<file path="config.mk">
export PLATFORM = sky130hd
export DESIGN_NAME = game_ctrl
export DESIGN_NICKNAME = d
export VERILOG_FILES = /design/src/rtl/pong_pkg.sv /design/src/rtl/edge_rise.sv /design/src/rtl/game_ctrl.sv
export SDC_FILE = /design/constraint.sdc
export NUM_CORES = 1
export LEC_CHECK = 0
export BUFFER_PORTS_ARGS = -buffer_cell sky130_fd_sc_hd__buf_2
export CORE_UTILIZATION = 25
export CTS_CLUSTER_SIZE = 16
export DETAILED_ROUTE_END_ITERATION = 6
export PLACE_DENSITY = 0.52
export RECOVER_POWER = 100
export SLEW_MARGIN = 20
export SYNTH_ARGS = -nofsm -noshare
export SYNTH_HDL_FRONTEND = slang
export SYNTH_SLANG_ARGS = --single-unit
</file>
<file path="constraint.sdc">
create_clock -name clk -period 5.9 [get_ports clk]
set_input_delay 0.885 -clock clk [delete_from_list [all_inputs] [get_ports clk]]
set_output_delay 0.885 -clock clk [all_outputs]
set_load 0.005 [all_outputs]
</file>
<file path="src/rtl/pong_pkg.sv">
// Shared definitions for the pong blocks: game_state and winner encodings
// exchanged between the match controller and the ball stage, plus the
// screen and object geometry used by the ball, paddle and renderer blocks.
package pong_pkg;

   localparam logic [1:0] GS_IDLE = 2'b00;
   localparam logic [1:0] GS_PLAY = 2'b01;
   localparam logic [1:0] GS_HOLD = 2'b10;
   localparam logic [1:0] GS_OVER = 2'b11;

   localparam logic [1:0] WIN_NONE = 2'b00;
   localparam logic [1:0] WIN_P1   = 2'b01;
   localparam logic [1:0] WIN_P2   = 2'b10;

   localparam int H_ACTIVE  = 640;
   localparam int V_ACTIVE  = 480;
   localparam int PADDLE_W  = 8;
   localparam int PADDLE_H  = 64;
   localparam int PADDLE_X1 = 16;
   localparam int PADDLE_X2 = H_ACTIVE - 16 - PADDLE_W;
   localparam int BALL_SIZE = 8;

endpackage

</file>
<file path="src/rtl/edge_rise.sv">
// One-bit rising-edge detector with a registered history bit.
// Ports: clk, reset (sync, active-low), i_d level in, o_rise high for the
// cycle in which i_d is 1 and was 0 on the previous cycle.
module edge_rise (
   input  logic clk,
   input  logic reset,
   input  logic i_d,
   output logic o_rise
);

   logic r_q;

   always_ff @(posedge clk) begin
      if (!reset) r_q <= 1'b0;
      else        r_q <= i_d;
   end

   assign o_rise = i_d & ~r_q;

endmodule

</file>
<file path="src/rtl/game_ctrl.sv">
// Match-level controller for the pong ball stage. Sequences a match through
// serve delay, rally, point, serve ... game over, with pause/resume.
// Ports: clk, reset (sync, active-low), tick_1ms (1 ms enable pulse),
// start_btn / pause_btn (levels, act on rising edge), p1_score / p2_score
// (from ball stage), game_state, ball_rst_n (active-low ball reset),
// paused, winner, serve_cnt (remaining serve ms, 0 outside SERVE).
//
// state  | meaning
// IDLE   | waiting for first start press after reset
// CLEAR  | holding ball stage in reset until the next ms tick
// SERVE  | counting down the serve delay
// PLAY   | rally in progress, watching for points and pause
// PAUSE  | ball frozen until the next pause press
// OVER   | match finished, winner shown until start
module game_ctrl
   import pong_pkg::*;
#(
   parameter int WIN_SCORE = 7,
   parameter int SERVE_MS  = 1000
) (
   input  logic       clk,
   input  logic       reset,
   input  logic       tick_1ms,
   input  logic       start_btn,
   input  logic       pause_btn,
   input  logic [3:0] p1_score,
   input  logic [3:0] p2_score,
   output logic [1:0] game_state,
   output logic       ball_rst_n,
   output logic       paused,
   output logic [1:0] winner,
   output logic [9:0] serve_cnt
);

   if (SERVE_MS < 1 || SERVE_MS > 1023) begin : g_bad_serve_ms
      $error("game_ctrl: SERVE_MS must be 1..1023");
   end
   if (WIN_SCORE < 1 || WIN_SCORE > 15) begin : g_bad_win_score
      $error("game_ctrl: WIN_SCORE must be 1..15");
   end

   localparam logic [9:0] SERVE_LD = 10'(SERVE_MS);
   localparam logic [3:0] WIN_PTS  = 4'(WIN_SCORE);

   typedef enum logic [2:0] {
      ST_IDLE, ST_CLEAR, ST_SERVE, ST_PLAY, ST_PAUSE, ST_OVER
   } state_t;

   state_t     r_state, w_state_nxt;
   logic [9:0] r_cnt, w_cnt_nxt;
   logic [1:0] r_winner, w_winner_nxt;
   logic [1:0] r_gs;
   logic       r_ball_rst_n;
   logic       r_paused;
   logic [3:0] r_p1_prev, r_p2_prev;

   logic w_start_rise, w_pause_rise;
   logic w_point, w_p1_win, w_p2_win;

   edge_rise u_start_edge (
      .clk   (clk),
      .reset (reset),
      .i_d   (start_btn),
      .o_rise(w_start_rise)
   );

   edge_rise u_pause_edge (
      .clk   (clk),
      .reset (reset),
      .i_d   (pause_btn),
      .o_rise(w_pause_rise)
   );

   // Any change counts as a point, including an unexpected 15->0 wrap.
   assign w_point  = (p1_score != r_p1_prev) | (p2_score != r_p2_prev);
   assign w_p1_win = (p1_score >= WIN_PTS);
   assign w_p2_win = (p2_score >= WIN_PTS);

   function automatic logic [1:0] gs_of(input state_t s);
      case (s)
         ST_SERVE, ST_PAUSE: gs_of = GS_HOLD;
         ST_PLAY:            gs_of = GS_PLAY;
         ST_OVER:            gs_of = GS_OVER;
         default:            gs_of = GS_IDLE;
      endcase
   endfunction

   always_comb begin
      w_state_nxt  = r_state;
      w_cnt_nxt    = '0;
      w_winner_nxt = r_winner;
      case (r_state)
         ST_IDLE: begin
            if (w_start_rise) begin
               w_state_nxt  = ST_CLEAR;
               w_winner_nxt = WIN_NONE;
            end
         end
         ST_CLEAR: begin
            w_winner_nxt = WIN_NONE;
            if (tick_1ms) begin
               w_state_nxt = ST_SERVE;
               w_cnt_nxt   = SERVE_LD;
            end
         end
         ST_SERVE: begin
            w_cnt_nxt = r_cnt;
            if (tick_1ms) begin
               if (r_cnt == 10'd1) begin
                  w_state_nxt = ST_PLAY;
                  w_cnt_nxt   = '0;
               end else begin
                  w_cnt_nxt = r_cnt - 10'd1;
               end
            end
         end
         ST_PLAY: begin
            // A point in the same cycle as a pause press drops the pause.
            if (w_point) begin
               if (w_p1_win || w_p2_win) begin
                  w_state_nxt  = ST_OVER;
                  w_winner_nxt = w_p1_win ? WIN_P1 : WIN_P2;
               end else begin
                  w_state_nxt = ST_SERVE;
                  w_cnt_nxt   = SERVE_LD;
               end
            end else if (w_pause_rise) begin
               w_state_nxt = ST_PAUSE;
            end
         end
         ST_PAUSE: begin
            if (w_pause_rise) w_state_nxt = ST_PLAY;
         end
         ST_OVER: begin
            if (w_start_rise) begin
               w_state_nxt  = ST_CLEAR;
               w_winner_nxt = WIN_NONE;
            end
         end
         default: w_state_nxt = ST_IDLE;
      endcase
   end

   always_ff @(posedge clk) begin
      if (!reset) begin
         r_state      <= ST_IDLE;
         r_cnt        <= '0;
         r_winner     <= WIN_NONE;
         r_gs         <= GS_IDLE;
         r_ball_rst_n <= 1'b1;
         r_paused     <= 1'b0;
         r_p1_prev    <= '0;
         r_p2_prev    <= '0;
      end else begin
         r_state      <= w_state_nxt;
         r_cnt        <= w_cnt_nxt;
         r_winner     <= w_winner_nxt;
         r_gs         <= gs_of(w_state_nxt);
         r_ball_rst_n <= (w_state_nxt != ST_CLEAR);
         r_paused     <= (w_state_nxt == ST_PAUSE);
         r_p1_prev    <= p1_score;
         r_p2_prev    <= p2_score;
      end
   end

   assign game_state = r_gs;
   assign ball_rst_n = r_ball_rst_n;
   assign paused     = r_paused;
   assign winner     = r_winner;
   assign serve_cnt  = r_cnt;

endmodule
</file>
==> results of run 1 <==
==> final timing paths <==
check | slack (ps) | end | startpoint
worst max register to register | 3500 | serve_cnt[7] | serve_cnt[1]
worst min-delay path | 460 | serve_cnt[6] | serve_cnt[6]
worst min register to register | 460 | serve_cnt[6] | serve_cnt[6]
worst max-delay path | 3070 | game_state[0] | p1_score[2]
==> worst max-delay path, cell delays in order <==
cell and delay (ps):
clkbuf_1 100, xor2_1 160, nor4_1 770, a211oi_1 400, nor3_1 470, a21boi_0 170
==> power by group through the flow <==
| stage | combinational [mW] | clock [mW] | sequential [mW] |
|---|---|---|---|
| global placement | 0.0713 | 0 | 0.217 |
| floorplan | 0.0533 | 0 | 0.213 |
| global route | 0.0775 | 0.179 | 0.214 |
| CTS | 0.0716 | 0.170 | 0.213 |
| detailed placement | 0.0711 | 0 | 0.217 |
| finish | 0.0686 | 0.162 | 0.213 |
==> metal layers <==
| metal | vias up | wire, um | part of all wire (%) | track usage, % |
|---|---|---|---|---|
| li1 | 711 | - | - | - |
| met4 | 0 | 19 | 0.53 | 4.464 |
| met1 | 639 | 1678 | 47 | 14.67 |
| met3 | 2 | 160 | 4.5 | 3.657 |
| met2 | 27 | 1702 | 48 | 20.26 |
| met5 | - | 0 | 0 | 0 |
==> placed cells by master (no fill, tap or decap), drive strengths merged, types with 2 or more instances in the layout <==
cell	Yosys	final
dfxtp	29	29
buf	4	19
nor2	18	18
clkbuf	5	15
and2	12	12
nor3	10	10
o21ai	10	10
a21oi	9	9
nand2	9	9
inv	8	8
xor2	8	8
nor4	6	6
a31oi	5	5
or3	4	4
nand3	4	4
a211oi	4	4
nand2b	3	3
nor3b	3	3
or3b	3	3
nand3b	2	2
o311ai	2	2
mux2	2	2
or4	2	2
o2111ai	2	2
ha	2	2
clkinv	0	2
or2	2	2
==> logic make-up (layout without fill, tap and decap cells) <==
kind of cell	Yosys count	after routing	synth area share [%]
flops	29	29	38.25
mux	2	2	1.484
buf+inv	17	45	4.370
xor+xnor	8	8	4.617
compound gates	40	40	17.23
fa+ha+maj	3	3	2.308
simple gates	84	84	31.74
==> state kept, by name, summed over array words and instances (netlist names) <==
register          flops
r_p2_prev             4
winner                2
r_p1_prev             4
r_state               3
u_start_edge.r_q      1
ball_rst_n            1
serve_cnt            10
game_state            2
u_pause_edge.r_q      1
paused                1
==> layout make-up <==
type / instances / area, um^2 / share of cell area, %
Clock buffer: 5 / 68.82 / 3.862
Inverter: 8 / 30.03 / 1.685
Sequential cell: 29 / 580.6 / 32.58
Multi-Input combinational cell: 137 / 858.3 / 48.17
Timing Repair Buffer: 29 / 132.6 / 7.444
Clock inverter: 3 / 17.52 / 0.9831
Tap cell: 75 / 93.84 / 5.267
==> reports/metrics.cfg, run 1 <==
[run_status]
outcome = finished, final reports clean

[die]
row_count = 28
io_pins = 29
fp.coreArea_mm2 = 0.005886
die_y_um = 79.92
fp.dieW_um = 79.92
initial_utilization_pct = 25.79
die_area_mm2 = 0.006386

[grt]
grt_usage_pct = 12.17
grt_max_degree = 15
antenna_found_initial = 0
grt_pass1_vias = 1300
overflow = 0
grt_first_pass_wirelength_um = 5996

[synthesis]
synth_enable_flop_cells = 0
netlist_instances = 183
ys_async_sr_fraction_pct = 0
yosysMostFrequentCell = dfxtp_1
synth_cell_types = 47
synth_area_mm2 = 0.001518
syn_area_per_cell_um2 = 8.293
synth_seq_cells = 29
synth_area_leader_cell = dfxtp_1
yosys_warnings = 0
ys.flop_type = dfxtp_1
synth-seq-area-share_pct = 38.25
synth_nets = 198
synthTopCellsByCount = 29 x dfxtp_1, 18 x nor2_1, 12 x and2_1
synth_area_leaders = dfxtp_1 38%, and2_1 4.9%, xor2_1 4.6%
netlist.area_leader.share_pct = 38.25

[routing]
firstDrtPassIters = 4
routed_wl_um = 3561
vias_per_cell = 4.822
via_count = 1379
drtIter0Drc = 43
ant_nets = 0
drc = 0
routedWlPerCell_um = 12.45

[final_layout]
fillers = 671
fin_util_pct = 30.27
finalNonFillerCells = 286
layout-drive-gt1-share_pct = 16.11
fin_nets = 225
fin_area_mm2 = 0.001782
area_growth_pct = 17.39
antenna_cells = 0

[timing]
setup_tns_ps = 0
fin_ws_ps = 3073
post-route-period-util_pct = 47.91
slew_violations = 0
clock_skew_ps = 11.12
min_period_ps = 2827
hold_viol_final = 0
max_slew_margin_pct = 40.35
fmax_mhz = 353.8
whs_ps = 462.6
setup_viol = 0
rsz0062_at_grt = false
tightestPinTransition_ps = 889.3

[critical_path]
worstSetupEndpointType = register
crit_type = in -> reg
required_ps = 6030
crit_fanout = 7
arrival_ps = 2960
crit_path_start_kind = input port
reg2reg_depth = 8

[min_path]
hold_class = reg -> reg
whs_path_depth = 2

[clock_network]
clk_latency_ps = 280
cts_resized = 0
cts_root_buf = clkbuf_8
post-cts-setup-buffers = 0
cts_tree = done
cts_buffers = 5
cts_buffer_depth = 2
clkTransAtPathRegs_ps = 70
ctsHtreeMaxLevel = 2
cts_hold_buf = 0
clkSinkCount = 29

[placement]
place_congestion = 0.7726
numPortBuffers = 28
dp_hpwl_um = 2688
placed_cells = 278
dpl_cell_area_mm2 = 0.001723
dp_slack_ps = 3177

[run]
drv_cap = 0

[power_and_ir_drop]
vdd_ir_drop_max_mv = 0.1055
internal-power_mw = 0.3149
p_leak_nw = 0.6970
clock_power_share_pct = 36.5
pwr-share-seq_pct = 48.0
powerDensity_mw_per_mm2 = 248.6
p_switching_mw = 0.1280
comb_power_share_pct = 15.5
swShare_pct = 28.91
fin_total_pwr_mw = 0.4429

Power figures use the tool's default switching activity.
==> run 2, diff against run 1 <==
--- a/config.mk
+++ b/config.mk
@@ -9,7 +9,7 @@
 export CORE_UTILIZATION = 25
 export CTS_CLUSTER_SIZE = 16
 export DETAILED_ROUTE_END_ITERATION = 6
-export PLACE_DENSITY = 0.52
+export PLACE_DENSITY = 0.54
 export RECOVER_POWER = 100
 export SLEW_MARGIN = 20
 export SYNTH_ARGS = -nofsm -noshare
==> constraint.sdc (replaced) <==
create_clock -name clk -period 2.3 [get_ports clk]
set_input_delay 0.345 -clock clk [delete_from_list [all_inputs] [get_ports clk]]
set_output_delay 0.345 -clock clk [all_outputs]
set_load 0.005 [all_outputs]
==> reports/metrics.cfg, run 2 (synthesized netlist as in run 1, its figures left out) <==
[run_status]
outcome = finished, final reports clean

[final_layout]
area_growth_pct = 20.69
fin_util_pct = 31.12
seq_area_um2 = 580.6
antenna_cells = 0
final_common_cell = dfxtp_1
multi_input_area_um2 = 864.6
layout-drive-gt1-share_pct = 18.06
fin_nets = 231
layout_common_cells = 29 x dfxtp_1, 21 x buf_2, 18 x nor2_1, 10 x nor3_1, 10 x clkbuf_1
largest_reg_flops = 10
fillers = 657

[critical_path]
critPathTopFamily = simple AND/OR/NAND/NOR gates
reg2reg_depth = 5
worstSetupEndpointType = register
cp_num_cells = 5
crit_path_start_kind = register
slowest_delay_ps = 630
crit_fanout = 5
path_cells = or4_1, or4_1, a21oi_1, o21ai_1, a2111oi_2
path_buf_inv = 0
arrival_ps = 2280
crit_type = reg -> reg
crit_path_top_delay_cell = or4_1
cp_common_cell = or4_1
required_ps = 2480

[routing]
drc = 0
drtIter0Drc = 88
ant_nets = 0
via_count = 1402
firstDrtPassIters = 4
routedWlPerCell_um = 12.36
vias_per_cell = 4.818
routed_wl_um = 3598

[grt]
grt_usage_pct = 12.58
grt_pass1_vias = 1240
antenna_found_initial = 0
grt_max_degree = 15
overflow = 0
grt_first_pass_wirelength_um = 6078

[clock_network]
post-cts-setup-buffers = 0
clk_latency_ps = 280
clkTransAtPathRegs_ps = 70
cts_buffer_depth = 2
cts_tree = done
cts_buffers = 5
cts_root_buf = clkbuf_8
cts_hold_buf = 0
cts_resized = 0
clkSinkCount = 29
ctsHtreeMaxLevel = 2

[timing]
setup_viol = 0
clock_skew_ps = 6.650
setup_tns_ps = 0
hold_viol_final = 0
rsz0062_at_grt = false
min_period_ps = 2099
fmax_mhz = 476.3
tightestPinTransition_ps = 485.3
slew_violations = 0
whs_ps = 298.9
max_slew_margin_pct = 67.40
post-route-period-util_pct = 91.28

[die]
io_pins = 29
fp.dieW_um = 79.92
initial_utilization_pct = 25.79
die_y_um = 79.92
row_count = 28
fp.coreArea_mm2 = 0.005886
die_area_mm2 = 0.006386

[placement]
place_congestion = 0.8247
dp_hpwl_um = 2651
numPortBuffers = 28

[power_and_ir_drop]
pwr-share-seq_pct = 47.1
clock_power_share_pct = 37.1
p_leak_nw = 0.7328
powerDensity_mw_per_mm2 = 632.4
swShare_pct = 27.33
p_switching_mw = 0.3166
internal-power_mw = 0.8418
vdd_ir_drop_max_mv = 0.2923
comb_power_share_pct = 15.8

[run]
drv_cap = 0

[min_path]
whs_path_depth = 2
hold_class = in -> reg

==> run 2: changes by cell type in the layout (fill, tap and decap cells not counted), sizes merged <==
| cell | delta |
|---|---|
| clkinv | -2 |
| clkbuf | +1 |
| buf | +7 |
| clkinvlp | -1 |
==> run 2: worst paths after layout <==
path,end,slack (ps),startpoint
worst max-delay path,serve_cnt[9],200,serve_cnt[0]
worst min-delay path,r_p1_prev[3],300,p1_score[3]
worst max register to register,serve_cnt[9],200,serve_cnt[0]
worst min register to register,serve_cnt[6],480,serve_cnt[6]
==> run 2: final cells by class <==
type	instances	area share, %
clock buffer	7	4.713
tap	75	5.123
timing repair buffer	35	9.631
inverter	8	1.639
multi-input combinational	137	47.20
sequential	29	31.69
==> run 2: through the flow <==
stage | instance area (um^2) | power, mW | worst slack (ps) | std cells
after floorplan | 1518 | 0.6843 | 332.7 | 183
after global placement | 1768 | 0.7435 | 277.1 | 284
after global routing | 1832 | 1.226 | 74.52 | 291
final | 1832 | 1.158 | 200.6 | 291
after detailed placement | 1768 | 0.7432 | 225.1 | 284
after CTS | 1854 | 1.183 | 201.9 | 291
==> run 2: routing by layer <==
metal	track usage, %	share of wire, %	wire length, um	vias up
li1	-	-	-	724
met1	16.79	50	1815	627
met2	18.03	42	1517	46
met3	4.800	6.4	231	5
met4	4.821	0.94	34	0
met5	0	0	0	-
==> run 2: power by group through the flow <==
stage,combinational [mW],sequential [mW],clock [mW]
final,0.183,0.545,0.430
after global routing,0.207,0.549,0.471
after CTS,0.188,0.545,0.449
after detailed placement,0.187,0.556,0
after global placement,0.187,0.557,0
after floorplan,0.137,0.548,0
==> run 3, diff against run 2 <==
--- a/config.mk
+++ b/config.mk
@@ -5,6 +5,7 @@
 export SDC_FILE = /design/constraint.sdc
 export NUM_CORES = 1
 export LEC_CHECK = 0
+export ABC_AREA = 1
 export BUFFER_PORTS_ARGS = -buffer_cell sky130_fd_sc_hd__buf_2
 export CORE_UTILIZATION = 25
 export CTS_CLUSTER_SIZE = 16
==> reports/metrics.cfg, run 3 <==
[run_status]
outcome = finished, final reports clean

[grt]
grt_usage_pct = 11.85
grt_pass1_vias = 1422
grt_max_degree = 15
overflow = 0
grt_first_pass_wirelength_um = 6016
antenna_found_initial = 0

[synthesis]
yosys_warnings = 0
synthTopCellsByCount = 68 x nand2_1, 41 x inv_1, 29 x dfxtp_1
synth_nets = 255
ys_async_sr_fraction_pct = 0
synth_area_leader_cell = dfxtp_1
synth_area_mm2 = 0.001594
synth_enable_flop_cells = 0
synth_area_leaders = dfxtp_1 36%, nand2_1 16%, inv_1 9.7%
netlist_instances = 240
ys.flop_type = dfxtp_1
synth_cell_types = 28
yosysMostFrequentCell = nand2_1
netlist.area_leader.share_pct = 36.42
synth_seq_cells = 29
synth-seq-area-share_pct = 36.42
syn_area_per_cell_um2 = 6.642

[die]
fp.dieW_um = 81.85
fp.coreArea_mm2 = 0.006026
die_y_um = 81.85
row_count = 28
initial_utilization_pct = 26.45
io_pins = 29
die_area_mm2 = 0.006699

[power_and_ir_drop]
vdd_ir_drop_max_mv = 0.2693
powerDensity_mw_per_mm2 = 700.6
fin_total_pwr_mw = 1.302
p_leak_nw = 0.9313

[timing]
slew_violations = 0
clock_skew_ps = 4.780
hold_viol_final = 0
tightestPinTransition_ps = 656.4
post-route-period-util_pct = 77.94
max_slew_margin_pct = 56.24
rsz0062_at_grt = false
setup_tns_ps = 0
setup_viol = 0
min_period_ps = 1793
fmax_mhz = 557.8

[min_path]
hold_class = in -> reg
min_from = pause_btn
holdPathEnd = u_pause_edge.r_q
whs_path_depth = 3

[clock_network]
cts_root_buf = clkbuf_8
ctsHtreeMaxLevel = 2
clk_latency_ps = 280
cts_buffers = 5
clkTransAtPathRegs_ps = 60
clkSinkCount = 29
post-cts-setup-buffers = 0
cts_buffer_depth = 2
cts_resized = 0
cts_tree = done
cts_hold_buf = 0

[critical_path]
timing.rr.start = r_state[1]
crit_path_start_kind = register
required_ps = 2510
arrival_ps = 2000
timing.rr.end = serve_cnt[1]
rrSetupSlack_ps = 510
crit_fanout = 8
reg2reg_depth = 8
worstSetupEndpointType = register
crit_type = reg -> reg

[routing]
firstDrtPassIters = 4
ant_nets = 0
drtIter0Drc = 71
vias_per_cell = 4.415
via_count = 1541
drc = 0
routed_wl_um = 3584
routedWlPerCell_um = 10.27

[final_layout]
antenna_cells = 0
largest_reg_flops = 10
area_growth_pct = 16.56
final_common_cell = nand2_1
fin_nets = 288
layout-drive-gt1-share_pct = 14.96
layout_common_cells = 69 x nand2_1, 41 x inv_1, 29 x dfxtp_1, 25 x nand3_1, 18 x nor2_1

[placement]
place_congestion = 0.8069
numPortBuffers = 28
dp_hpwl_um = 2704

[run]
drv_cap = 0

## run 3: logic make-up (layout without fill, tap and decap cells)
group | after synthesis | after routing | share of synthesized area (%)
xor+xnor | 5 | 5 | 2.747
compound gates | 23 | 23 | 8.477
fa+ha+maj | 2 | 2 | 1.570
simple gates | 134 | 134 | 39.48
buf+inv | 47 | 81 | 11.30
flops | 29 | 29 | 36.42
## run 3: final cells by class
class / instances / area (um^2)
multi-input cells: 164 / 802.0
clock buffers: 6 / 72.57
clock inverters: 2 / 10.01
fillers: 691 / 4168
well taps: 75 / 93.84
flip-flops and latches: 29 / 580.6
repair buffers: 29 / 133.9
inverters: 44 / 165.2
## run 3: how the worst max path moves through the flow
stage / slack, ps / startpoint / to
after global placement: 740 / p1_score[0] / game_state[1]
after global routing: 330 / r_state[1] / serve_cnt[7]
after floorplan: 950 / serve_cnt[1] / serve_cnt[7]
after detailed placement: 740 / p1_score[0] / game_state[0]
after CTS: 800 / serve_cnt[1] / serve_cnt[7]
final: 510 / r_state[1] / serve_cnt[1]
## run 3: metal layers
metal  up-vias  wire (um)  GRT usage, %
li1        812          -             -
met1       683       1749         14.49
met2        38       1558         18.93
met3         8        212         3.667
met4         0         63         5.263
met5         -          0             0
## run 3: power by group
group | internal [mW] | total (mW) | switching [mW]
Sequential | 0.542 | 0.574 | 0.0319
Clock | 0.209 | 0.399 | 0.190
Combinational | 0.120 | 0.329 | 0.209
Total | 0.871 | 1.30 | 0.431
## run 3: critical path, stage by stage (launching register included)
cell      delay [ps]
dfxtp_1          430
nand2_2           80
nor2_1           180
clkinv_1         140
nor2_1           460
nand2_1          150
o22ai_1          150
inv_1             50
nor2_1            80
## run 3: through the flow
stage                     setup slack (ps)  hold WS, ps  cell area [um^2]  cells  utilization [%]
after floorplan                      949.7        438.5              1594    240                -
after global placement               738.2        471.5              1821    341            30.21
after detailed placement             736.7        468.2              1821    341            30.21
after CTS                            795.2        253.4              1903    349            31.58
after global routing                 332.0        255.4              1858    349            30.83
final                                507.4        255.3              1858    349            30.83
